File: src/rtl/serial_adder_pkg.sv
// Shared definitions for the bit-serial adder.
//   state_t   : controller states (IDLE, SHIFT, DONE)
//   WIDTH_DEF : default operand/result width
package serial_adder_pkg;

  localparam int WIDTH_DEF = 8;

  typedef enum logic [1:0] {
    IDLE  = 2'd0,
    SHIFT = 2'd1,
    DONE  = 2'd2
  } state_t;

endpackage

File: src/rtl/serial_adder_fa_bit.sv
// Single-bit full adder, purely combinational.
// Ports:
//   a, b, ci : addend bits and carry-in
//   s        : sum bit  (a ^ b ^ ci)
//   c        : carry out (majority of a, b, ci)
module fa_bit
  import serial_adder_pkg::*;
(
  input  logic a,
  input  logic b,
  input  logic ci,
  output logic s,
  output logic c
);

  assign s = a ^ b ^ ci;
  assign c = (a & b) | (a & ci) | (b & ci);

endmodule

File: src/rtl/serial_adder.sv
// Bit-serial adder: computes {cout,sum} = a + b + ci one bit per clock,
// LSB first, through a single shared full-adder cell.
// A start in IDLE captures the operands; WIDTH SHIFT cycles follow, then
// one DONE cycle in which valid pulses. sum/cout (and ovf) only change on
// completion, so partial sums never appear on the outputs.
// Ports:
//   clk, rst_n : clock, asynchronous active-low reset
//   start      : begin an addition (ignored while busy)
//   a, b, ci   : operands and carry-in, sampled when start is accepted
//   busy       : high whenever the controller is not IDLE
//   valid      : one-cycle pulse with a new result
//   sum, cout  : last completed result
//   ovf        : signed overflow of the last result (only when the macro
//                SERIAL_ADDER_OVF_EN is defined)
module serial_adder
  import serial_adder_pkg::*;
#(
  parameter int WIDTH = WIDTH_DEF
) (
  input  logic             clk,
  input  logic             rst_n,
  input  logic             start,
  input  logic [WIDTH-1:0] a,
  input  logic [WIDTH-1:0] b,
  input  logic             ci,
  output logic             busy,
  output logic             valid,
  output logic [WIDTH-1:0] sum,
  output logic             cout
`ifdef SERIAL_ADDER_OVF_EN
  ,
  output logic             ovf
`endif
);

  localparam int CNT_W = (WIDTH > 2) ? $clog2(WIDTH) : 1;

  state_t             r_state;
  logic [WIDTH-1:0]   r_a;
  logic [WIDTH-1:0]   r_b;
  // Holds the WIDTH-1 result bits gathered so far; the final bit comes
  // straight from the adder on the last SHIFT edge.
  logic [WIDTH-2:0]   r_acc;
  logic               r_carry;
  logic [CNT_W-1:0]   r_cnt;

  logic               w_s;
  logic               w_c;
  logic [WIDTH-1:0]   w_next;
  logic               w_last;

  fa_bit u_fa (
    .a  (r_a[0]),
    .b  (r_b[0]),
    .ci (r_carry),
    .s  (w_s),
    .c  (w_c)
  );

  // New sum bit enters from the MSB side so that after WIDTH shifts
  // bit 0 of the operands lands in bit 0 of the result.
  assign w_next = {w_s, r_acc};
  assign w_last = (r_cnt == CNT_W'(WIDTH - 1));

  always_ff @(posedge clk or negedge rst_n) begin
    if (!rst_n) begin
      r_state <= IDLE;
      r_a     <= '0;
      r_b     <= '0;
      r_acc   <= '0;
      r_carry <= 1'b0;
      r_cnt   <= '0;
      busy    <= 1'b0;
      valid   <= 1'b0;
      sum     <= '0;
      cout    <= 1'b0;
`ifdef SERIAL_ADDER_OVF_EN
      ovf     <= 1'b0;
`endif
    end else begin
      case (r_state)
        IDLE: begin
          valid <= 1'b0;
          if (start) begin
            r_a     <= a;
            r_b     <= b;
            r_carry <= ci;
            r_cnt   <= '0;
            busy    <= 1'b1;
            r_state <= SHIFT;
          end
        end

        SHIFT: begin
          r_acc   <= w_next[WIDTH-1:1];
          r_a     <= {1'b0, r_a[WIDTH-1:1]};
          r_b     <= {1'b0, r_b[WIDTH-1:1]};
          r_carry <= w_c;
          r_cnt   <= r_cnt + 1'b1;
          if (w_last) begin
            sum     <= w_next;
            cout    <= w_c;
`ifdef SERIAL_ADDER_OVF_EN
            // r_carry here is the carry into the MSB.
            ovf     <= r_carry ^ w_c;
`endif
            valid   <= 1'b1;
            r_state <= DONE;
          end
        end

        DONE: begin
          valid   <= 1'b0;
          busy    <= 1'b0;
          r_state <= IDLE;
        end

        default: begin
          valid   <= 1'b0;
          busy    <= 1'b0;
          r_state <= IDLE;
        end
      endcase
    end
  end

endmodule
File: config.mk
export PLATFORM = sky130hd
export DESIGN_NAME = serial_adder
export DESIGN_NICKNAME = d
export VERILOG_FILES = /design/src/rtl/serial_adder_pkg.sv /design/src/rtl/serial_adder_fa_bit.sv /design/src/rtl/serial_adder.sv
export SDC_FILE = /design/constraint.sdc
export NUM_CORES = 1
export LEC_CHECK = 0
export ABC_CLOCK_PERIOD_IN_PS = 1310
export CORE_UTILIZATION = 46
export CTS_CLUSTER_DIAMETER = 60
export DETAILED_ROUTE_END_ITERATION = 10
export HOLD_SLACK_MARGIN = 0.03
export PLACE_DENSITY_LB_ADDON = 0.08
export SLEW_MARGIN = 20
export SYNTH_ARGS = -nofsm -noshare
export SYNTH_HDL_FRONTEND = slang
export SYNTH_HIERARCHICAL = 1
export SYNTH_SLANG_ARGS = --single-unit
File: constraint.sdc
create_clock -name clk -period 1.31 [get_ports clk]
set_input_delay 0.131 -clock clk [delete_from_list [all_inputs] [get_ports clk]]
set_output_delay 0.131 -clock clk [all_outputs]
set_load 0.05 [all_outputs]
==> impl_metrics.xml, run 1 <==
<?xml version="1.0" encoding="UTF-8"?>
<metrics>
  <group name="cts">
    <metric name="clock-sinks" unit="">40</metric>
    <metric name="cts_tree" unit="">built</metric>
    <metric name="clkLatencyLatePin" unit="ps">290</metric>
    <metric name="ctsRootBufferMaster" unit="">clkbuf_8</metric>
    <metric name="htree_num_levels" unit="">2</metric>
    <metric name="cts-root-to-sink-buffers" unit="">2</metric>
    <metric name="clk_pin_slew" unit="ps">70</metric>
    <metric name="numCtsBuffers" unit="">5</metric>
  </group>
  <group name="route">
    <metric name="dr_vias_cell" unit="">5.53</metric>
    <metric name="vias_after_detailed_routing" unit="">1394</metric>
    <metric name="wl_per_cell" unit="um">14.9</metric>
    <metric name="antenna_violating_nets_post_route" unit="">0</metric>
    <metric name="drt-total-wl" unit="um">3760</metric>
    <metric name="first_iter_violations" unit="">75</metric>
    <metric name="drc_errors" unit="">0</metric>
    <metric name="dr.pass1.iters" unit="">4</metric>
  </group>
  <group name="setup_path">
    <metric name="timing.critical_path.slowest_cell_delay" unit="ps">390</metric>
    <metric name="r2r_start" unit="">r_cnt[0]$_DFFE_PN0P_</metric>
    <metric name="critical-path-slowest-cell" unit="">dfrtp_1</metric>
    <metric name="cp-startpoint" unit="">r_cnt[0]$_DFFE_PN0P_</metric>
    <metric name="critPathCapture" unit="">sum[7]$_DFFE_PN0P_</metric>
    <metric name="timing.critical_path.to_type" unit="">flop</metric>
    <metric name="worst_ep_required_time" unit="ps">1480</metric>
    <metric name="crit_path_max_fanout" unit="">5</metric>
    <metric name="worst_ep_arrival_time" unit="ps">1490</metric>
    <metric name="worstRegToRegCells" unit="">4</metric>
    <metric name="critical_path.cell_chain" unit="">ha_2 -&gt; ha_4 -&gt; nand2_8 -&gt; mux2_4</metric>
    <metric name="start_kind" unit="">flop</metric>
    <metric name="reg2reg_slack" unit="ps">-6</metric>
    <metric name="timing.rr.end" unit="">sum[7]$_DFFE_PN0P_</metric>
    <metric name="crit_type" unit="">reg2reg</metric>
  </group>
  <group name="layout">
    <metric name="final_common_cell" unit="">dfrtp_1</metric>
    <metric name="postLayoutCellArea" unit="um^2">2470</metric>
    <metric name="mostFrequentLayoutCells" unit="">dfrtp_1 (39), o22ai_1 (25), nand2_1 (23), buf_4 (21), clkdlybuf4s50_1 (18)</metric>
    <metric name="layout.nets" unit="">228</metric>
    <metric name="filler_cell_count" unit="">250</metric>
    <metric name="area.growth.synth_to_final" unit="%">41.9</metric>
    <metric name="fin_util" unit="%">71.1</metric>
    <metric name="post_layout_instance_count_excluding_filler_cells" unit="">252</metric>
    <metric name="drive_gt1_share" unit="%">28.2</metric>
    <metric name="antenna_cells" unit="">0</metric>
  </group>
  <group name="run_status">
    <metric name="failed_checks" unit="">setup timing</metric>
    <metric name="status" unit="">finished, violations left</metric>
  </group>
  <group name="floorplanning">
    <metric name="io_pins" unit="">31</metric>
    <metric name="die_x" unit="um">63.5</metric>
    <metric name="core_region_area" unit="um^2">3470</metric>
    <metric name="initial_core_util" unit="%">50.1</metric>
    <metric name="floorplan.die_area" unit="um^2">4030</metric>
    <metric name="die_span_y" unit="um">63.5</metric>
    <metric name="core.rowCount" unit="">21</metric>
  </group>
  <group name="synth">
    <metric name="synth-async-reset-ratio" unit="%">100</metric>
    <metric name="synth_cell_types" unit="">21</metric>
    <metric name="netlist_instances" unit="">154</metric>
    <metric name="synth.ff_latch_count" unit="">40</metric>
    <metric name="yosysWarnings" unit="">6</metric>
    <metric name="most_used_flip_flop_cell_after_synthesis" unit="">dfrtp_1</metric>
    <metric name="syn-mean-instance-area" unit="um^2">11.3</metric>
    <metric name="seq_area_frac_synth" unit="%">57.6</metric>
    <metric name="mappedNetlistNets" unit="">177</metric>
    <metric name="post_synth_edffs" unit="">0</metric>
    <metric name="synthesis.area" unit="um^2">1740</metric>
  </group>
  <group name="place">
    <metric name="place_hpwl" unit="um">2580</metric>
    <metric name="portBuffers" unit="">30</metric>
    <metric name="gp_congestion" unit="">0.780</metric>
    <metric name="post-place-cells" unit="">240</metric>
    <metric name="dpl_cell_area" unit="um^2">2320</metric>
  </group>
  <group name="timing">
    <metric name="setup_viol_count_final" unit="">7</metric>
    <metric name="timing.final.max_slew_violations" unit="">0</metric>
    <metric name="layout_worst_path_cycle_share" unit="%">100</metric>
    <metric name="setup_repair_after_global_routing_missed_its_margin" unit="">yes</metric>
    <metric name="finalHoldViolations" unit="">0</metric>
    <metric name="timing.max_slew.rel_slack" unit="%">72.1</metric>
    <metric name="period_minus_slack" unit="ps">1320</metric>
    <metric name="setup_tns" unit="ps">-20.5</metric>
    <metric name="fmaxAchievable" unit="MHz">760</metric>
    <metric name="worst-slew-pin-transition" unit="ps">418</metric>
    <metric name="clock-skew-final" unit="ps">5.71</metric>
    <metric name="finalWorstSetupSlack" unit="ps">-5.72</metric>
  </group>
  <group name="pwr">
    <metric name="vdd_drop_max" unit="V">0.00131</metric>
    <metric name="power_density" unit="nW/um^2">2560</metric>
    <metric name="power_leakage" unit="nW">1.12</metric>
  </group>
  <group name="global_routing">
    <metric name="grt_pass1_vias" unit="">1396</metric>
    <metric name="globalRoute.totalOverflow" unit="">0</metric>
    <metric name="grt_use_total" unit="%">21.4</metric>
    <metric name="maximum_number_of_pins_on_one_net_before_global_route_repair" unit="">26</metric>
    <metric name="grt_first_pass_wirelength" unit="um">6470</metric>
    <metric name="grt_antenna_before_repair" unit="">0</metric>
  </group>
  <group name="job">
    <metric name="cap_viol_max_count" unit="">0</metric>
  </group>
  <group name="min_path">
    <metric name="hold_class" unit="">in2async</metric>
  </group>
</metrics>
where the power goes:
part	switching [mW]	internal, mW	total (mW)
Sequential	0.495	1.81	2.31
Combinational	1.55	1.63	3.18
Clock	0.395	0.429	0.825
synth_stat cells, types with 2 or more instances:
cell type / instances / area share [%]
dfrtp_1: 40 / 58
o22ai_1: 25 / 9.0
nand2_1: 23 / 5.0
a21oi_1: 15 / 4.3
mux2_4: 9 / 7.8
nor2_1: 6 / 1.3
buf_4: 5 / 2.2
o21ai_0: 5 / 1.4
buf_2: 4 / 1.2
inv_1: 4 / 0.86
nand2b_1: 4 / 1.4
a22o_1: 2 / 1.0
ha_1: 2 / 1.4
nand3b_1: 2 / 0.86
o221a_2: 2 / 1.3
per-layer routing:
layer / wire [um] / vias to the layer above / track usage [%]
li1: - / 657 / -
met1: 1600 / 679 / 25.4
met2: 1920 / 52 / 36.8
met3: 192 / 6 / 6.16
met4: 54 / 0 / 6.82
met5: 0 / - / 0
cell families after synthesis:
logic type / count (synthesis) / share of synthesized area [%]
AOI/OAI and AO/OA: 50 / 17.6
adders and majority gates: 3 / 2.59
buffers and inverters: 14 / 4.39
DFF: 40 / 57.6
muxes: 9 / 7.77
and+or+nand+nor: 38 / 10.1
how the worst min path moves through the flow:
stage / start / end / slack [ps] / depth (start not counted)
after floorplan: rst_n / busy$_DFFE_PN0P_ / -160 / 0
after global placement: rst_n / r_cnt[2]$_DFFE_PN0P_ / 70 / 1
after detailed placement: rst_n / r_cnt[2]$_DFFE_PN0P_ / 90 / 1
after CTS: rst_n / r_cnt[0]$_DFFE_PN0P_ / 320 / 2
after global routing: rst_n / r_cnt[0]$_DFFE_PN0P_ / 330 / 2
final: rst_n / r_cnt[0]$_DFFE_PN0P_ / 310 / 2
state kept, by name (all words and copies together) (netlist names):
signal	count
r_cnt	3
cout	1
r_b	8
r_state	2
sum	8
busy	1
r_a	8
r_carry	1
valid	1
r_acc	7
per-stage QoR:
step                total power, mW  hold WS (ps)  worst slack (ps)
finish                         6.31           315             -5.72
global route                   6.70           333             -32.9
CTS                            6.32           324            -0.265
detailed placement             5.39          89.7             -46.7
global placement               5.27          73.8             -20.6
floorplan                      4.06          -165              3.79
worst max-delay path, delay by kind of cell (launching register included):
kind,cells,cell delay [ps]
multiplexers,1,300
flip-flops,1,390
adder cells (fa/ha/maj),2,400
AND/OR/NAND/NOR,1,110
layout make-up:
class	instances	area, um^2	share of cell area (%)
inverter	4	15.0	0.609
clock buffer	8	90.1	3.65
timing repair buffer	53	593	24.0
tap	46	57.6	2.33
multi-input combinational	101	709	28.8
sequential	40	1000	40.6
timing repair:
action	CTS	global route
pin swaps	1	2
hold endpoints to repair	15	0
endpoints found under the setup margin	9	11
hold buffers	1	0
buffers inserted	1	1
gates resized for setup	2	2
cloned	1	0
Power figures use the tool's default switching activity.
==> run 2, diff against run 1 <==
--- a/config.mk
+++ b/config.mk
@@ -5,12 +5,13 @@
 export SDC_FILE = /design/constraint.sdc
 export NUM_CORES = 1
 export LEC_CHECK = 0
-export ABC_CLOCK_PERIOD_IN_PS = 1310
+export ABC_CLOCK_PERIOD_IN_PS = 1200
 export CORE_UTILIZATION = 46
 export CTS_CLUSTER_DIAMETER = 60
 export DETAILED_ROUTE_END_ITERATION = 10
+export GPL_TIMING_DRIVEN = 1
 export HOLD_SLACK_MARGIN = 0.03
-export PLACE_DENSITY_LB_ADDON = 0.08
+export PLACE_DENSITY = 0.74
 export SLEW_MARGIN = 20
 export SYNTH_ARGS = -nofsm -noshare
 export SYNTH_HDL_FRONTEND = slang
==> constraint.sdc (replaced) <==
create_clock -name clk -period 1.2 [get_ports clk]
set_input_delay 0.12 -clock clk [delete_from_list [all_inputs] [get_ports clk]]
set_output_delay 0.12 -clock clk [all_outputs]
set_load 0.05 [all_outputs]
==> impl_metrics.xml, run 2 (synthesis results as in run 1) <==
<?xml version="1.0" encoding="UTF-8"?>
<metrics>
  <group name="run_status">
    <metric name="status" unit="">finished, violations left</metric>
    <metric name="failed_checks" unit="">setup timing</metric>
  </group>
  <group name="floorplanning">
    <metric name="die_x" unit="um">63.5</metric>
    <metric name="floorplan.die_area" unit="um^2">4030</metric>
    <metric name="core.rowCount" unit="">21</metric>
    <metric name="initial_core_util" unit="%">50.1</metric>
    <metric name="core_region_area" unit="um^2">3470</metric>
    <metric name="die_span_y" unit="um">63.5</metric>
    <metric name="io_pins" unit="">31</metric>
  </group>
  <group name="layout">
    <metric name="drive_gt1_share" unit="%">44.7</metric>
    <metric name="postLayoutCellArea" unit="um^2">2770</metric>
    <metric name="antenna_cells" unit="">0</metric>
    <metric name="layout.nets" unit="">239</metric>
    <metric name="post_layout_instance_count_excluding_filler_cells" unit="">263</metric>
    <metric name="final_common_cell" unit="">dfrtp_1</metric>
    <metric name="area.growth.synth_to_final" unit="%">59.4</metric>
    <metric name="largest_registers" unit="">r_a (8), r_b (8), sum (8)</metric>
    <metric name="mostFrequentLayoutCells" unit="">dfrtp_1 (38), nand2_1 (22), buf_4 (20), clkdlybuf4s50_1 (17), o22ai_1 (15)</metric>
  </group>
  <group name="pwr">
    <metric name="power_leakage" unit="nW">1.26</metric>
    <metric name="clkPwrFrac" unit="%">11.6</metric>
    <metric name="seq_power_share" unit="%">33.0</metric>
    <metric name="p_switching" unit="mW">3.20</metric>
    <metric name="cell_internal_pwr" unit="mW">4.76</metric>
    <metric name="power_density" unit="nW/um^2">2870</metric>
    <metric name="combinationalPowerShare" unit="%">55.5</metric>
    <metric name="power_switching_share" unit="%">40.2</metric>
    <metric name="total_power" unit="mW">7.96</metric>
    <metric name="vdd_drop_max" unit="V">0.00147</metric>
  </group>
  <group name="place">
    <metric name="pre_cts_slack" unit="ps">-237</metric>
    <metric name="post-place-cells" unit="">241</metric>
    <metric name="place_hpwl" unit="um">2840</metric>
    <metric name="dpl_cell_area" unit="um^2">2330</metric>
    <metric name="portBuffers" unit="">30</metric>
    <metric name="gp_congestion" unit="">0.755</metric>
  </group>
  <group name="global_routing">
    <metric name="grt_pass1_vias" unit="">1489</metric>
    <metric name="grt_antenna_before_repair" unit="">0</metric>
    <metric name="grt_first_pass_wirelength" unit="um">6790</metric>
    <metric name="grt_use_total" unit="%">22.1</metric>
    <metric name="maximum_number_of_pins_on_one_net_before_global_route_repair" unit="">26</metric>
    <metric name="globalRoute.totalOverflow" unit="">0</metric>
  </group>
  <group name="timing">
    <metric name="layout_worst_path_cycle_share" unit="%">110</metric>
    <metric name="worst-slew-pin-transition" unit="ps">525</metric>
    <metric name="period_minus_slack" unit="ps">1320</metric>
    <metric name="finalHoldViolations" unit="">0</metric>
    <metric name="finalWorstSetupSlack" unit="ps">-119</metric>
    <metric name="timing.final.max_slew_violations" unit="">0</metric>
    <metric name="setup_repair_after_global_routing_missed_its_margin" unit="">yes</metric>
    <metric name="setup_viol_count_final" unit="">18</metric>
    <metric name="fmaxAchievable" unit="MHz">758</metric>
    <metric name="hold_slack" unit="ps">273</metric>
    <metric name="clock-skew-final" unit="ps">4.60</metric>
    <metric name="timing.max_slew.rel_slack" unit="%">65.0</metric>
  </group>
  <group name="setup_path">
    <metric name="crit_path_max_fanout" unit="">5</metric>
    <metric name="timing.critical_path.to_type" unit="">flop</metric>
    <metric name="crit_type" unit="">reg2reg</metric>
    <metric name="worst_ep_required_time" unit="ps">1380</metric>
    <metric name="start_kind" unit="">flop</metric>
    <metric name="worst_ep_arrival_time" unit="ps">1500</metric>
  </group>
  <group name="cts">
    <metric name="cts-root-to-sink-buffers" unit="">2</metric>
    <metric name="cts_tree" unit="">built</metric>
    <metric name="clock-sinks" unit="">40</metric>
    <metric name="ctsRootBufferMaster" unit="">clkbuf_8</metric>
    <metric name="numCtsBuffers" unit="">5</metric>
    <metric name="clkLatencyLatePin" unit="ps">300</metric>
    <metric name="clk_pin_slew" unit="ps">80</metric>
    <metric name="htree_num_levels" unit="">2</metric>
  </group>
  <group name="route">
    <metric name="drc_errors" unit="">0</metric>
    <metric name="wl_per_cell" unit="um">18.6</metric>
    <metric name="dr.pass1.iters" unit="">4</metric>
    <metric name="antenna_violating_nets_post_route" unit="">0</metric>
    <metric name="vias_after_detailed_routing" unit="">1526</metric>
    <metric name="drt-total-wl" unit="um">4890</metric>
    <metric name="first_iter_violations" unit="">68</metric>
    <metric name="dr_vias_cell" unit="">5.80</metric>
  </group>
  <group name="job">
    <metric name="cap_viol_max_count" unit="">0</metric>
  </group>
  <group name="min_path">
    <metric name="hold_class" unit="">in2async</metric>
  </group>
</metrics>
run 2: cell types whose count changed in the layout (fill, tap and decap cells not counted), sizes merged:
cell	before	now
clkdlybuf4s50	18	17
dlymetal6s2s	0	1
clkinv	0	2
buf	34	43
nand2b	4	5
clkbuf	8	7
run 2: critical path, cell delays in order (launching register included):
cell and delay (ps):
dfrtp_1 390, ha_2 200, ha_4 200, nand2_4 110, mux2_4 300
run 2: path summary, 6_finish.rpt:
| check | startpoint | endpoint | slack (ps) | cells after the start |
|---|---|---|---|---|
| max | r_cnt[1]$_DFFE_PN0P_ | cout$_DFFE_PN0P_ | -120 | 4 |
| min in group clk | b[7] | r_b[7]$_DFFE_PN0P_ | 360 | 3 |
| min | rst_n | sum[1]$_DFFE_PN0P_ | 270 | 2 |
| max reg2reg | r_cnt[1]$_DFFE_PN0P_ | cout$_DFFE_PN0P_ | -120 | 4 |
| max in group asynchronous | rst_n | r_state[0]$_DFFE_PN0P_ | 460 | 3 |
| min reg2reg | r_acc[4]$_DFFE_PN0P_ | r_acc[3]$_DFFE_PN0P_ | 520 | 2 |
run 2: metrics by stage:
| stage | util, % | setup TNS [ps] |
|---|---|---|
| finish | 79.9 | -1260 |
| global route | 79.9 | -1720 |
| CTS | 71.6 | -928 |
| detailed placement | 67.3 | -4900 |
| global placement | 67.3 | -3660 |
| floorplan | - | -570 |
run 2: repair_timing:
| item | 4_1_cts | 5_1_grt |
|---|---|---|
| gates resized for setup | 4 | 46 |
| pin swaps | 3 | 10 |
| cloned | 1 | 3 |
| hold endpoints to repair | 15 | 0 |
| setup buffers | 3 | 6 |
| setup endpoints to repair | 23 | 30 |
| hold buffers | 1 | 0 |
run 2: layout make-up:
class | instances | area [um^2]
Fill cell | 211 | 696
Inverter | 4 | 20.0
Multi-Input combinational cell | 102 | 867
Clock inverter | 2 | 10.0
Clock buffer | 6 | 82.6
Timing Repair Buffer | 63 | 732
Sequential cell | 40 | 1000
Tap cell | 46 | 57.6
run 2: routing by layer:
metal / global-route usage [%] / part of all wire, %
met1: 24.6 / 38
met2: 38.8 / 53
met3: 5.62 / 5.1
met4: 11.1 / 3.6
met5: 0 / 0
run 2: power by group through the flow:
| stage | sequential, mW | clock [mW] | combinational, mW |
|---|---|---|---|
| 2_1_floorplan | 2.92 | 0 | 1.54 |
| 3_3_place_gp | 2.50 | 0 | 3.30 |
| 3_5_place_dp | 2.54 | 0 | 3.47 |
| 4_1_cts | 2.52 | 0.923 | 3.60 |
| 5_1_grt | 2.68 | 0.996 | 4.62 |
| 6_report | 2.62 | 0.921 | 4.41 |
